<file path="config.mk">
export PLATFORM = sky130hd
export DESIGN_NAME = escritor_solicitudes_flat
export DESIGN_NICKNAME = d
export VERILOG_FILES = /design/src/rtl/escritor_solicitudes_if.sv /design/src/rtl/escritor_solicitudes.sv /design/src/flat_wrapper.sv
export SDC_FILE = /design/constraint.sdc
export NUM_CORES = 1
export LEC_CHECK = 0
export ABC_AREA = 0
export BUFFER_PORTS_ARGS = -buffer_cell sky130_fd_sc_hd__buf_2
export CORE_ASPECT_RATIO = 1.2
export CORE_UTILIZATION = 35
export CTS_BUF_LIST = sky130_fd_sc_hd__clkbuf_8
export DETAILED_ROUTE_END_ITERATION = 8
export HOLD_SLACK_MARGIN = 0.08
export PLACE_DENSITY = 0.61
export SLEW_MARGIN = 10
export SYNTH_ARGS = -nofsm -noshare
export SYNTH_HDL_FRONTEND = slang
export SYNTH_SLANG_ARGS = --single-unit
</file>
<file path="constraint.sdc">
create_clock -name clk -period 2.8 [get_ports clk]
set_input_delay 0.42 -clock clk [delete_from_list [all_inputs] [get_ports clk]]
set_output_delay 0.42 -clock clk [all_outputs]
set_load 0.1 [all_outputs]
</file>
<file path="src/rtl/escritor_solicitudes_if.sv">
// Write-side FIFO bus of the floor-request path.
//   din_fifo/wr_en_fifo : floor number and write strobe toward sync_fifo
//   full_fifo           : FIFO full flag (same clock domain)
//   atendido_valid/piso : 1-cycle report of a floor served by the controller
// master = request writer, slave = FIFO/controller side.
interface escritor_solicitudes_if;
    logic [1:0] din_fifo;
    logic       wr_en_fifo;
    logic       full_fifo;
    logic       atendido_valid;
    logic [1:0] atendido_piso;

    modport master (
        output din_fifo, wr_en_fifo,
        input  full_fifo, atendido_valid, atendido_piso
    );

    modport slave (
        input  din_fifo, wr_en_fifo,
        output full_fifo, atendido_valid, atendido_piso
    );
endinterface

</file>
<file path="src/rtl/escritor_solicitudes.sv">
// Hall-call capture and FIFO writer.
//   clk, rst_n : clock, async active-low reset
//   btn        : raw per-floor call buttons (asynchronous)
//   bus        : FIFO write port + served-floor report (master modport)
//   pendiente  : captured calls waiting to be written to the FIFO
//   en_cola    : calls already in the FIFO, not yet served
//   descartes  : saturating count of duplicate calls dropped

// Per-button 2-FF synchronizer + debouncer; evento is a 1-cycle pulse on
// each rising edge of the debounced level.
module escritor_solicitudes_deb #(
    parameter int DEB_WIDTH       = 16,
    parameter int DEBOUNCE_CYCLES = 50000
) (
    input  logic clk,
    input  logic rst_n,
    input  logic btn,
    output logic evento
);
    localparam logic [DEB_WIDTH-1:0] LIM = DEB_WIDTH'(DEBOUNCE_CYCLES - 1);

    logic [1:0]           sync;
    logic [DEB_WIDTH-1:0] cnt;
    logic                 nivel, nivel_d;

    always_ff @(posedge clk or negedge rst_n) begin
        if (!rst_n) begin
            sync    <= '0;
            cnt     <= '0;
            nivel   <= 1'b0;
            nivel_d <= 1'b0;
        end else begin
            sync    <= {sync[0], btn};
            nivel_d <= nivel;
            if (sync[1] == nivel) begin
                cnt <= '0;
            end else if (cnt == LIM) begin
                nivel <= sync[1];
                cnt   <= '0;
            end else begin
                cnt <= cnt + 1'b1;
            end
        end
    end

    assign evento = nivel & ~nivel_d;
endmodule

module escritor_solicitudes #(
    parameter int NUM_PISOS       = 4,
    parameter int DEB_WIDTH       = 16,
    parameter int DEBOUNCE_CYCLES = 50000
) (
    input  logic                 clk,
    input  logic                 rst_n,
    input  logic [NUM_PISOS-1:0] btn,
    escritor_solicitudes_if.master bus,
    output logic [NUM_PISOS-1:0] pendiente,
    output logic [NUM_PISOS-1:0] en_cola,
    output logic [7:0]           descartes
);
    localparam int PW = $clog2(NUM_PISOS);

    typedef enum logic {IDLE, ESCRIBE} estado_t;

    typedef struct packed {
        logic          vld;
        logic [PW-1:0] piso;
    } sel_t;

    estado_t              estado, estado_sig;
    logic [PW-1:0]        rr_ptr;
    logic [NUM_PISOS-1:0] evento, clr, cola_vis, dup, nuevo, wr_msk;
    logic [NUM_PISOS-1:0] pend_sig, cola_sig;
    logic [7:0]           desc_sig;
    logic [8:0]           desc_sum;
    logic [PW:0]          n_dup;
    logic                 escribe;
    sel_t                 sel;

    for (genvar gi = 0; gi < NUM_PISOS; gi++) begin : g_deb
        escritor_solicitudes_deb #(
            .DEB_WIDTH       (DEB_WIDTH),
            .DEBOUNCE_CYCLES (DEBOUNCE_CYCLES)
        ) u_deb (
            .clk    (clk),
            .rst_n  (rst_n),
            .btn    (btn[gi]),
            .evento (evento[gi])
        );
    end

    // First set bit of p, scanning upward from ptr with wrap-around.
    function automatic sel_t pick(input logic [NUM_PISOS-1:0] p, input logic [PW-1:0] ptr);
        sel_t          s;
        logic [PW-1:0] idx;
        s = '0;
        for (int off = 0; off < NUM_PISOS; off++) begin
            idx = ptr + PW'(off);
            if (!s.vld && p[idx]) begin
                s.vld  = 1'b1;
                s.piso = idx;
            end
        end
        return s;
    endfunction

    always_comb begin
        clr = '0;
        if (bus.atendido_valid) clr[bus.atendido_piso] = 1'b1;
        // Served clear lands before the duplicate check, so a call on a
        // floor being served in the same cycle is accepted as new.
        cola_vis = en_cola & ~clr;
        dup      = evento & (pendiente | cola_vis);
        nuevo    = evento & ~dup;

        n_dup = '0;
        for (int i = 0; i < NUM_PISOS; i++) n_dup = n_dup + (PW+1)'(dup[i]);
        desc_sum = {1'b0, descartes} + 9'(n_dup);
        desc_sig = desc_sum[8] ? 8'hFF : desc_sum[7:0];

        sel        = pick(pendiente, rr_ptr);
        escribe    = 1'b0;
        estado_sig = estado;
        case (estado)
            IDLE: begin
                if (sel.vld && !bus.full_fifo) begin
                    escribe    = 1'b1;
                    estado_sig = ESCRIBE;
                end
            end
            ESCRIBE: estado_sig = IDLE;
            default: estado_sig = IDLE;
        endcase

        wr_msk = '0;
        if (escribe) wr_msk[sel.piso] = 1'b1;
        // A written floor can never also take a new call this cycle:
        // pendiente was set for it, so that call is a duplicate.
        pend_sig = (pendiente & ~wr_msk) | nuevo;
        cola_sig = cola_vis | wr_msk;
    end

    always_ff @(posedge clk or negedge rst_n) begin
        if (!rst_n) estado <= IDLE;
        else        estado <= estado_sig;
    end

    always_ff @(posedge clk or negedge rst_n) begin
        if (!rst_n) begin
            bus.din_fifo   <= '0;
            bus.wr_en_fifo <= 1'b0;
            rr_ptr         <= '0;
            pendiente      <= '0;
            en_cola        <= '0;
            descartes      <= '0;
        end else begin
            bus.wr_en_fifo <= escribe;
            if (escribe) begin
                bus.din_fifo <= sel.piso;
                rr_ptr       <= sel.piso + 1'b1;
            end
            pendiente <= pend_sig;
            en_cola   <= cola_sig;
            descartes <= desc_sig;
        end
    end
endmodule

</file>
<file path="src/flat_wrapper.sv">
// flat-port wrapper written by rule: the top's interface ports become plain ports
module escritor_solicitudes_flat 
#(
    parameter int NUM_PISOS       = 4,
    parameter int DEB_WIDTH       = 16,
    parameter int DEBOUNCE_CYCLES = 50000
)
  (clk, rst_n, btn, pendiente, en_cola, descartes, bus_din_fifo, bus_wr_en_fifo, bus_full_fifo, bus_atendido_valid, bus_atendido_piso);
  escritor_solicitudes_if bus_i ();
  input  logic clk;
  input  logic rst_n;
  input  logic [NUM_PISOS-1:0] btn;
  output logic [NUM_PISOS-1:0] pendiente;
  output logic [NUM_PISOS-1:0] en_cola;
  output logic [7:0] descartes;
  output wire logic [$bits(bus_i.din_fifo)-1:0] bus_din_fifo;
  output wire logic [$bits(bus_i.wr_en_fifo)-1:0] bus_wr_en_fifo;
  input wire logic [$bits(bus_i.full_fifo)-1:0] bus_full_fifo;
  input wire logic [$bits(bus_i.atendido_valid)-1:0] bus_atendido_valid;
  input wire logic [$bits(bus_i.atendido_piso)-1:0] bus_atendido_piso;
  assign bus_din_fifo = bus_i.din_fifo;
  assign bus_wr_en_fifo = bus_i.wr_en_fifo;
  assign bus_i.full_fifo = bus_full_fifo;
  assign bus_i.atendido_valid = bus_atendido_valid;
  assign bus_i.atendido_piso = bus_atendido_piso;
  escritor_solicitudes #(.NUM_PISOS(NUM_PISOS), .DEB_WIDTH(DEB_WIDTH), .DEBOUNCE_CYCLES(DEBOUNCE_CYCLES)) u_core (.clk(clk), .rst_n(rst_n), .btn(btn), .bus(bus_i), .pendiente(pendiente), .en_cola(en_cola), .descartes(descartes));
endmodule
</file>
# After elaboration in Yosys (flattened, before gate mapping)

Cells that the tools add are included.

Bits in registers: 102
Latch bits: 0
Memory bits (writable): 0
Memory bits (read-only): 0
Input port bits: 10
Output and inout port bits: 19
Logic and storage cells: 118
Memories: 0

Add/subtract/negate cells: 12
$mul: 0
Divide/modulo/power cells: 0
Order comparisons: 8
Equal/unequal tests: 8
Shifts and indexed selects: 0
Muxes and demuxes: 30
Bitwise logic cells: 23
Reduce and logical (&&, ||, !) cells: 14

Operators with widths:

| cell                                                               | number |
|---|---|
| 2-to-1 mux 16 bit                                                  | 8 |
| adder 16 x 1 -> 16 bit (second input constant)                     | 4 |
| == test 16 bit (second input constant)                             | 4 |
| less-than comparator 2 x 3 -> 1 bit (second input constant)        | 6 |
| bitwise AND 4 bit                                                  | 4 |
| 2-to-1 mux 3 bit                                                   | 4 |
| inverter 4 bit                                                     | 3 |
| OR 4 bit                                                           | 3 |
| adder 8 x 3 -> 9 bit                                               | 1 |
| inverter 1 bit                                                     | 9 |
| binary-select mux 1 bit (select 2 bit)                             | 4 |
| 2-to-1 mux 1 bit                                                   | 8 |
| 2-to-1 mux 4 bit                                                   | 2 |
| 2-to-1 mux 8 bit                                                   | 1 |
| AND reduction 2 bit                                                | 4 |
| adder 3 x 1 -> 3 bit                                               | 2 |
| logical AND 1 bit                                                  | 6 |
| adder 2 x 1 -> 2 bit (second input constant)                       | 2 |
| adder 2 bit (second input constant)                                | 2 |
| bitwise AND 1 bit                                                  | 4 |
| demux 1 bit (select 2 bit)                                         | 2 |
| == test 1 bit                                                      | 4 |
| greater-or-equal comparator 2 x 1 -> 1 bit (second input constant) | 2 |
| logical NOT 1 bit                                                  | 4 |
| 2 further kinds                                                    | 2 |

# Logic depth before layout (Yosys ltp)

Gate-level depths: netlist of run 1.

Depth in word-level cells: 20
Mapped depth: 13

# Modules after synthesis

Synthesis of run 1 repeated with hierarchy kept, for this count alone.

Cells, all modules: 466
Area total of the unflattened synthesis: 4928.5 sq um

By module, submodules not included:

| module                   | times used | cells each | area each (sq um) | sequential area each (sq um) |
|---|---|---|---|---|
| escritor_solicitudes_deb | 4          | 88         | 942.2             | 500.5 |
| escritor_solicitudes     | 1          | 114        | 1159.9            | 525.5 |

# Worst setup path after synthesis of run 1

OpenSTA, ideal clock, no wires.

Kind: register -> register
Start point: register u_core.en_cola[1]
End point: register u_core.descartes[7]
Arrival: 3.334 ns
Required time: 2.674 ns
Setup slack: -0.660 ns
Stages on the path, launching flop included: 11
Buffers on the path: 0
Period minus slack after synthesis: 3.460 ns
Cell sequence: dfrtp_1 -> o21ai_0 -> a21oi_1 -> ha_1 -> fa_1 -> ha_1 -> ha_1 -> a21o_1 -> a21oi_1 -> and3b_1 -> o32a_1

Word-level cells in the longest chain between the ends: 8

Ends and longest elaborated chain:

| element                            | RTL line                    | text |
|---|---|---|
| start, declared                    | escritor_solicitudes.sv:59  | `output logic [NUM_PISOS-1:0] en_cola,` |
| start signal, assigned             | escritor_solicitudes.sv:164 | `en_cola <= cola_sig;` |
| bitwise AND 4 bit                  | escritor_solicitudes.sv:113 | `cola_vis = en_cola & ~clr;` |
| OR 4 bit                           | escritor_solicitudes.sv:114 | `dup = evento & (pendiente \| cola_vis);` |
| bitwise AND 4 bit                  | escritor_solicitudes.sv:114 |  |
| adder 1 x 1 -> 2 bit               | escritor_solicitudes.sv:118 | `for (int i = 0; i < NUM_PISOS; i++) n_dup = n_dup + (PW+1)'(dup[i]);` |
| adder 3 x 1 -> 3 bit (2 in series) | escritor_solicitudes.sv:118 |  |
| adder 8 x 3 -> 9 bit               | escritor_solicitudes.sv:119 | `desc_sum = {1'b0, descartes} + 9'(n_dup);` |
| 2-to-1 mux 8 bit                   | escritor_solicitudes.sv:120 | `desc_sig = desc_sum[8] ? 8'hFF : desc_sum[7:0];` |
| via u_core.desc_sig[7]             | escritor_solicitudes.sv:75  | `logic [7:0] desc_sig;` |
| end signal, assigned               | escritor_solicitudes.sv:165 | `descartes <= desc_sig;` |
| end, declared                      | escritor_solicitudes.sv:60  | `output logic [7:0] descartes` |

The timed path passes the listed nets, and every way through them passes these cells.
A chain may end at the register's enable or synchronous reset.

# Worst setup path after layout of run 1

Start point: register u_core.en_cola[0]
End point: register u_core.descartes[7]

The elaborated chain is that of the path after synthesis.

==> metrics, run 1 <==
status=completed; # setup viols final=0; ANT nets after route=0; delay-heaviest family, CP=adder cells; max_cap viols=0; most frequent cells in the layout=dfrtp_1 (93), nor2_1 (79), xnor2_1 (48); gr usage total=14.06%; Die Height=about 130 um; Post-synth EDFFs=0; Cell variety after synth=42; Detailed Route WL=8972 um; TritonRoute pass-1 iters=4; Worst path max stage delay=0.48 ns; synthesized flop and latch total=101; Site Rows=between 40 and 50; cell chain of the critical path=o31a_1 -> nor2_1 -> nor2_1 -> ha_1 -> fa_2 -> ha_4 -> inv_2 -> fa_2 -> nor2b_4 -> or2_4 -> o32a_1; # port buffers=28; CTS Buf Count=9; Worst Skew=0.01358 ns; vias in the first global route=3378; Synth area leader=dfrtp_1; first-pass GRT wire length=15520 um; dpl hpwl=6430 um; Routed wire per std cell=13.25 um; Final nets=529; Ys Warns=0; DRC=0; total gr overflow=0; htree depth=3; via count=3349; worst slew pin tran=0.8418 ns; Die Area=roughly 14000 um^2; arrival time at the worst endpoint=roughly 3.0 ns; CP startpoint kind=flop; Async SR Flop Fraction=100.0%; Clock Path Buffers=2; pwr dens=495.0 nW/um^2; Clock Sinks=101; CTS tree=yes; share of post-route cells with drive strength above 1=between 10% and 20%; Syn Area/Cell=between 10 and 15 um^2; relative slew slack=43.69%; io pins=29; Buf/Inv on CP=1; Die W=about 110 um; CTS root buffer=clkbuf_8; core area=13240 um^2; Lkg Pwr=around 2.4 nW; largest net degree at the start of global routing=49; syn nets=482; Syn Inst Count=around 460; worst vdd rail ir drop=0.3318 mV; Clock transition at path regs=0.10 ns; min Tclk post-route=between 2 and 3 ns; mapped cell area=roughly 4800 um^2; Setup crit end kind=flop; ant diodes=0; Synth Flop Type=dfrtp_1; worst-path maximum fanout=4; DR vias/cell=4.947; final worst-path cycle share=98.46%; Final Wtd Congestion=0.7912; slowest CP cell=dfrtp_4; crit path kind=flop to flop; area growth from synthesis to layout=15.67%; post-synthesis sequential area ratio=53.10%; fin. max-slew vios=0; Final Hold Viols=0; final hold slack=0.1444 ns; post-synth top area share=53.10%; RSZ-0062 raised after global routing=true; initial antenna violation count=0; setup TNS=0 ns; largest cells by area after synthesis=dfrtp_1 (53%), xnor2_1 (8.8%), nor2_1 (6.2%); WP data required=3.05 ns; commonest non-fill, non-tap cell in the layout=dfrtp_1; Max Fclk=between 300 and 400 MHz; Initial Utilization=35.95%; clk_lat worst skew=about 0.37 ns; first-iteration detailed-routing DRC count=136; Min-Delay Path Class=input port to flop
-- cell type report --
cell class	count	area (um^2)
clock buffers	10	137.6
multi-input cells	330	2213
inverters	21	78.83
fillers	1291	7732
well taps	168	210.2
repair buffers	41	242.7
clock inverters	6	80.08
flip-flops and latches	101	2542
-- worst reg2reg max path, delay by kind of cell, from the launching register on --
family	cells	cell delay, ns
AND/OR/NAND/NOR	4	0.45
flip-flops	1	0.48
buffers and inverters	1	0.06
AO/OA/AOI/OAI	2	0.50
adder cells (fa/ha/maj)	4	1.15
-- cells by family (layout without fill, tap and decap cells) --
family                     Yosys count  in the layout  synth area share (%)
buffers and inverters               26             78                 2.287
adders and majority gates           15             15                 4.259
muxes                                8              8                 1.867
xor gates and xnor gates            61             61                 11.22
AOI/OAI and AO/OA                   26             26                 4.416
DFF                                101            101                 53.10
and+or+nand+nor                    220            220                 22.84
-- flip-flops by register name, summed over array words and instances, names as in the netlist --
| signal | flops |
|---|---|
| u_core.g_deb.u_deb.nivel_d | 4 |
| u_core.rr_ptr | 2 |
| u_core.bus.din_fifo | 2 |
| u_core.bus.wr_en_fifo | 1 |
| u_core.descartes | 8 |
| u_core.g_deb.u_deb.sync | 8 |
| u_core.g_deb.u_deb.cnt | 64 |
| u_core.g_deb.u_deb.nivel | 4 |
| u_core.en_cola | 4 |
| u_core.pendiente | 4 |
-- path summary, 6_finish.rpt --
kind,start,end,slack [ns],cells past startpoint
setup reg to reg,u_core.en_cola[0]$_DFF_PN0_,u_core.descartes[7]$_DFF_PN0_,0.04,11
max in group asynchronous,rst_n,u_core.g_deb[3].u_deb.nivel$_DFFE_PN0P_,1.43,3
setup / recovery,u_core.en_cola[0]$_DFF_PN0_,u_core.descartes[7]$_DFF_PN0_,0.04,11
min in group asynchronous,rst_n,u_core.g_deb[0].u_deb.cnt[12]$_DFF_PN0_,0.61,2
hold reg to reg,u_core.g_deb[3].u_deb.sync[0]$_DFF_PN0_,u_core.g_deb[3].u_deb.sync[1]$_DFF_PN0_,0.35,0
hold / removal,btn[0],u_core.g_deb[0].u_deb.sync[0]$_DFF_PN0_,0.14,1
-- through the flow --
step	utilization [%]	cells	total power, mW	cell area, um^2	setup slack [ns]
final	41.59	677	2.725	5505	0.04299
after global routing	41.59	677	2.842	5505	-0.02659
after CTS	41.39	677	2.774	5479	0.003427
after detailed placement	39.67	660	1.760	5251	-0.2327
after global placement	39.67	660	1.755	5251	-0.1868
after floorplan	-	457	1.685	4838	-0.04822
-- timing repair --
item | in CTS | in global routing
hold buffers | 1 | 0
buffers inserted | 0 | 0
setup endpoints to repair | 0 | 8
endpoints found under the hold margin | 19 | 0
gates resized for setup | 0 | 8
-- report_power, final --
part           internal (mW)  switching [mW]
clock                  0.522           0.477
sequential              1.49          0.0269
combinational         0.0511           0.155
-- synthesized netlist by cell type (2+ instances only) --
master,n
nand2b_1,9
a21o_1,2
o32a_1,2
a21boi_0,2
fa_1,2
inv_1,21
nand4_1,15
nor4bb_1,4
nor2b_1,3
nor4b_1,2
xnor2_1,48
mux2_2,7
and3_1,3
nand2_1,32
a22o_1,3
o21ai_0,5
a21oi_1,6
nor2_1,79
nand3_1,24
dfrtp_1,101
ha_1,13
buf_2,3
nor3_1,17
nand4b_1,2
xor2_1,13
nor4_1,23
-- routing by layer --
| metal | global-route usage, % | routed length [um] | vias to the layer above |
|---|---|---|---|
| met5 | 0 | 0 | - |
| met4 | 3.577 | 94 | 0 |
| met3 | 3.796 | 323 | 8 |
| met2 | 24.05 | 4439 | 42 |
| met1 | 17.56 | 4115 | 1633 |
| li1 | - | - | 1666 |
No activity file was read; power rests on OpenSTA's default activity.
==> run 2, diff against run 1 <==
- CAP_MARGIN: default -> 40
- MAX_ROUTING_LAYER: default -> met4
- SYNTH_HIERARCHICAL: default -> 1
==> metrics, run 2 <==
slowest CP cell=fa_1; Switching Fraction=22.93%; setup slack, reg-to-reg=about 0.18 ns; Worst path max stage delay=roughly 0.50 ns; Clock Sinks=101; Site Rows=47; final setup slack of the worst path=0.1812 ns; Max Fclk=381.9 MHz; worst-path maximum fanout=4; share of post-route cells with drive strength above 1=17.36%; crit path kind=flop to flop; DR top layer=met4; DR vias/cell=approximately 5.1; post-synthesis sequential area ratio=51.28%; CTS tree=yes; Ys Warns=6; fin. max-slew vios=0; largest net degree at the start of global routing=38; Final Hold Viols=0; worst slew pin tran=0.7296 ns; most frequent cells in the layout=dfrtp_1 (97), nor2_1 (71), nand2_1 (34); setup TNS=0 ns; Syn Inst Count=466; Hold Startpoint=btn[3]; cells on worst reg2reg path=11; Non-Filler Cell Area, Final=5520 um^2; Seq pwr share=a little under three fifths; Final Wtd Congestion=0.8390; area growth from synthesis to layout=12.01%; placed inst area=5289 um^2; TritonRoute pass-1 iters=4; CTS Buf Count=9; Die Area=14560 um^2; Die Height=132.0 um; WL met3=286 um; Post-synth EDFFs=0; Async SR Flop Fraction=between 90% and 100%; # port buffers=28; initial antenna violation count=0; Synth area leader=dfrtp_1; Clock Power Share=between 30% and 40%; largest cells by area after synthesis=dfrtp_1 (51%), nor2_1 (5.5%), xor2_1 (5.2%); RSZ-0062 raised after global routing=false; commonest non-fill, non-tap cell in the layout=dfrtp_1; synthesized flop and latch total=~100; # setup viols final=0; Most Frequent Cell on Critical Path=fa_2; Top Registers=u_core/g_deb.u_deb/cnt x64, u_core/descartes x8, u_core/g_deb.u_deb/sync x8; Final nets=524; synth cell count leaders=dfrtp_1 (101), nor2_1 (72), nand2_1 (34); DRT met1 WL=4234 um; total gr overflow=0; htree depth=3; ant diodes=0; P_sw=0.6004 mW; WP data required=about 3.1 ns; final hold slack=0.1538 ns; worst r2r src=u_core/en_cola[0]$_DFF_PN0_; max reg flops=64; cell chain of the critical path=a21boi_2 -> o21a_1 -> fa_1 -> inv_1 -> fa_2 -> inv_2 -> fa_2 -> nand3_2 -> nor2_2 -> nand3_1 -> nand2_1; via count=3483; hold depth=1; Power Internal=2.018 mW; ANT nets after route=0; CP startpoint kind=flop; Fill cells=1357; Clock transition at path regs=roughly 0.11 ns; DP Worst Slack=-0.004342 ns; CTS root buffer=clkbuf_8; most numerous cell in the Yosys netlist=dfrtp_1; Logic pwr share=3.4%; arrival time at the worst endpoint=2.94 ns; placed insts=between 600 and 700; syn nets=488; FF-to-FF End=u_core/descartes[0]$_DFF_PN0_; Reg area=2540 um^2; Lkg Pwr=2.419 nW; Cell variety after synth=43; Die W=110.3 um; core area=13760 um^2; worst vdd rail ir drop=0.2494 mV; Min-Delay Path Class=input port to flop; non-filler instance count after layout=678; first-pass GRT wire length=15900 um; Detailed Route WL=9217 um; footprint of the multi-input gates=2282 um^2; post-layout util=40.12%; Clock Path Buffers=2; final worst-path cycle share=93.53%; Worst Skew=roughly 0.02 ns; max_cap viols=0; Setup crit end kind=flop; Post-CTS Resized=0; worst hold endpoint=u_core/g_deb[3].u_deb/sync[0]$_DFF_PN0_; met2 wire length=4505 um; io pins=29; vias in the first global route=3462; gr usage total=between 10 and 15%; DRC=0; Total Power=between 2 and 3 mW; min Tclk post-route=2.619 ns; first-iteration detailed-routing DRC count=about 150; Reg with most FFs=u_core/g_deb.u_deb/cnt; status=completed; mapped cell area=4928 um^2; post-synth top area share=51.28%; setup bufs post-CTS=0; pwr dens=474.3 nW/um^2; Syn Area/Cell=10.58 um^2; relative slew slack=between 50% and 60%; dpl hpwl=approximately 6500 um; clk_lat worst skew=about 0.38 ns; Synth Flop Type=dfrtp_1; Initial Utilization=35.82%; Routed wire per std cell=approximately 14 um
-- run 2: critical path, delay by kind of cell (launching register included) --
kind	cells	cell delay, ns
adder cells (fa/ha/maj)	3	1.14
flip-flops	1	0.48
buffers and inverters	2	0.13
AO/OA/AOI/OAI	2	0.35
AND/OR/NAND/NOR	4	0.48
-- run 2: logic make-up after synthesis --
logic type,share of synthesized area (%)
buf+inv,2.742
simple gates,25.16
mux,2.691
xor+xnor,10.13
fa+ha+maj,3.504
compound gates,4.494
flops,51.28
-- run 2: cell type report --
type | count | area share, %
clock buffers | 9 | 2.244
clock inverters | 7 | 1.768
inverters | 14 | 0.9519
multi-input cells | 341 | 41.34
flip-flops and latches | 101 | 46.01
well taps | 171 | 3.876
repair buffers | 35 | 3.808
-- run 2: power by group through the flow --
stage	logic [mW]	registers, mW	clock network, mW
2_1_floorplan	0.0450	1.52	0
3_3_place_gp	0.0852	1.53	0
3_5_place_dp	0.0921	1.53	0
4_1_cts	0.0936	1.50	1.07
5_1_grt	0.105	1.51	1.13
6_report	0.0893	1.50	1.03
-- run 2: timing repair --
item                                    4_1_cts  5_1_grt
endpoints found under the hold margin        32        0
endpoints found under the setup margin        0        0
hold buffers                                  1        0
-- run 2: worst max-delay path by stage --
stage / startpoint / end / slack, ns / depth (start not counted)
detailed placement: bus_atendido_piso[1] / u_core/descartes[1]$_DFF_PN0_ / -0.004 / 13
floorplan: u_core/en_cola[0]$_DFF_PN0_ / u_core/descartes[1]$_DFF_PN0_ / 0.004 / 11
CTS: u_core/en_cola[0]$_DFF_PN0_ / u_core/descartes[0]$_DFF_PN0_ / 0.16 / 11
finish: u_core/en_cola[0]$_DFF_PN0_ / u_core/descartes[0]$_DFF_PN0_ / 0.18 / 11
global placement: bus_atendido_piso[1] / u_core/descartes[1]$_DFF_PN0_ / 0.06 / 13
global route: u_core/en_cola[0]$_DFF_PN0_ / u_core/descartes[1]$_DFF_PN0_ / 0.04 / 11
-- run 2: per-layer routing --
metal	GRT usage (%)	up-vias
met4	5.702	0
met5	-	-
met2	23.15	45
met1	16.95	1735
li1	-	1688
met3	3.411	15
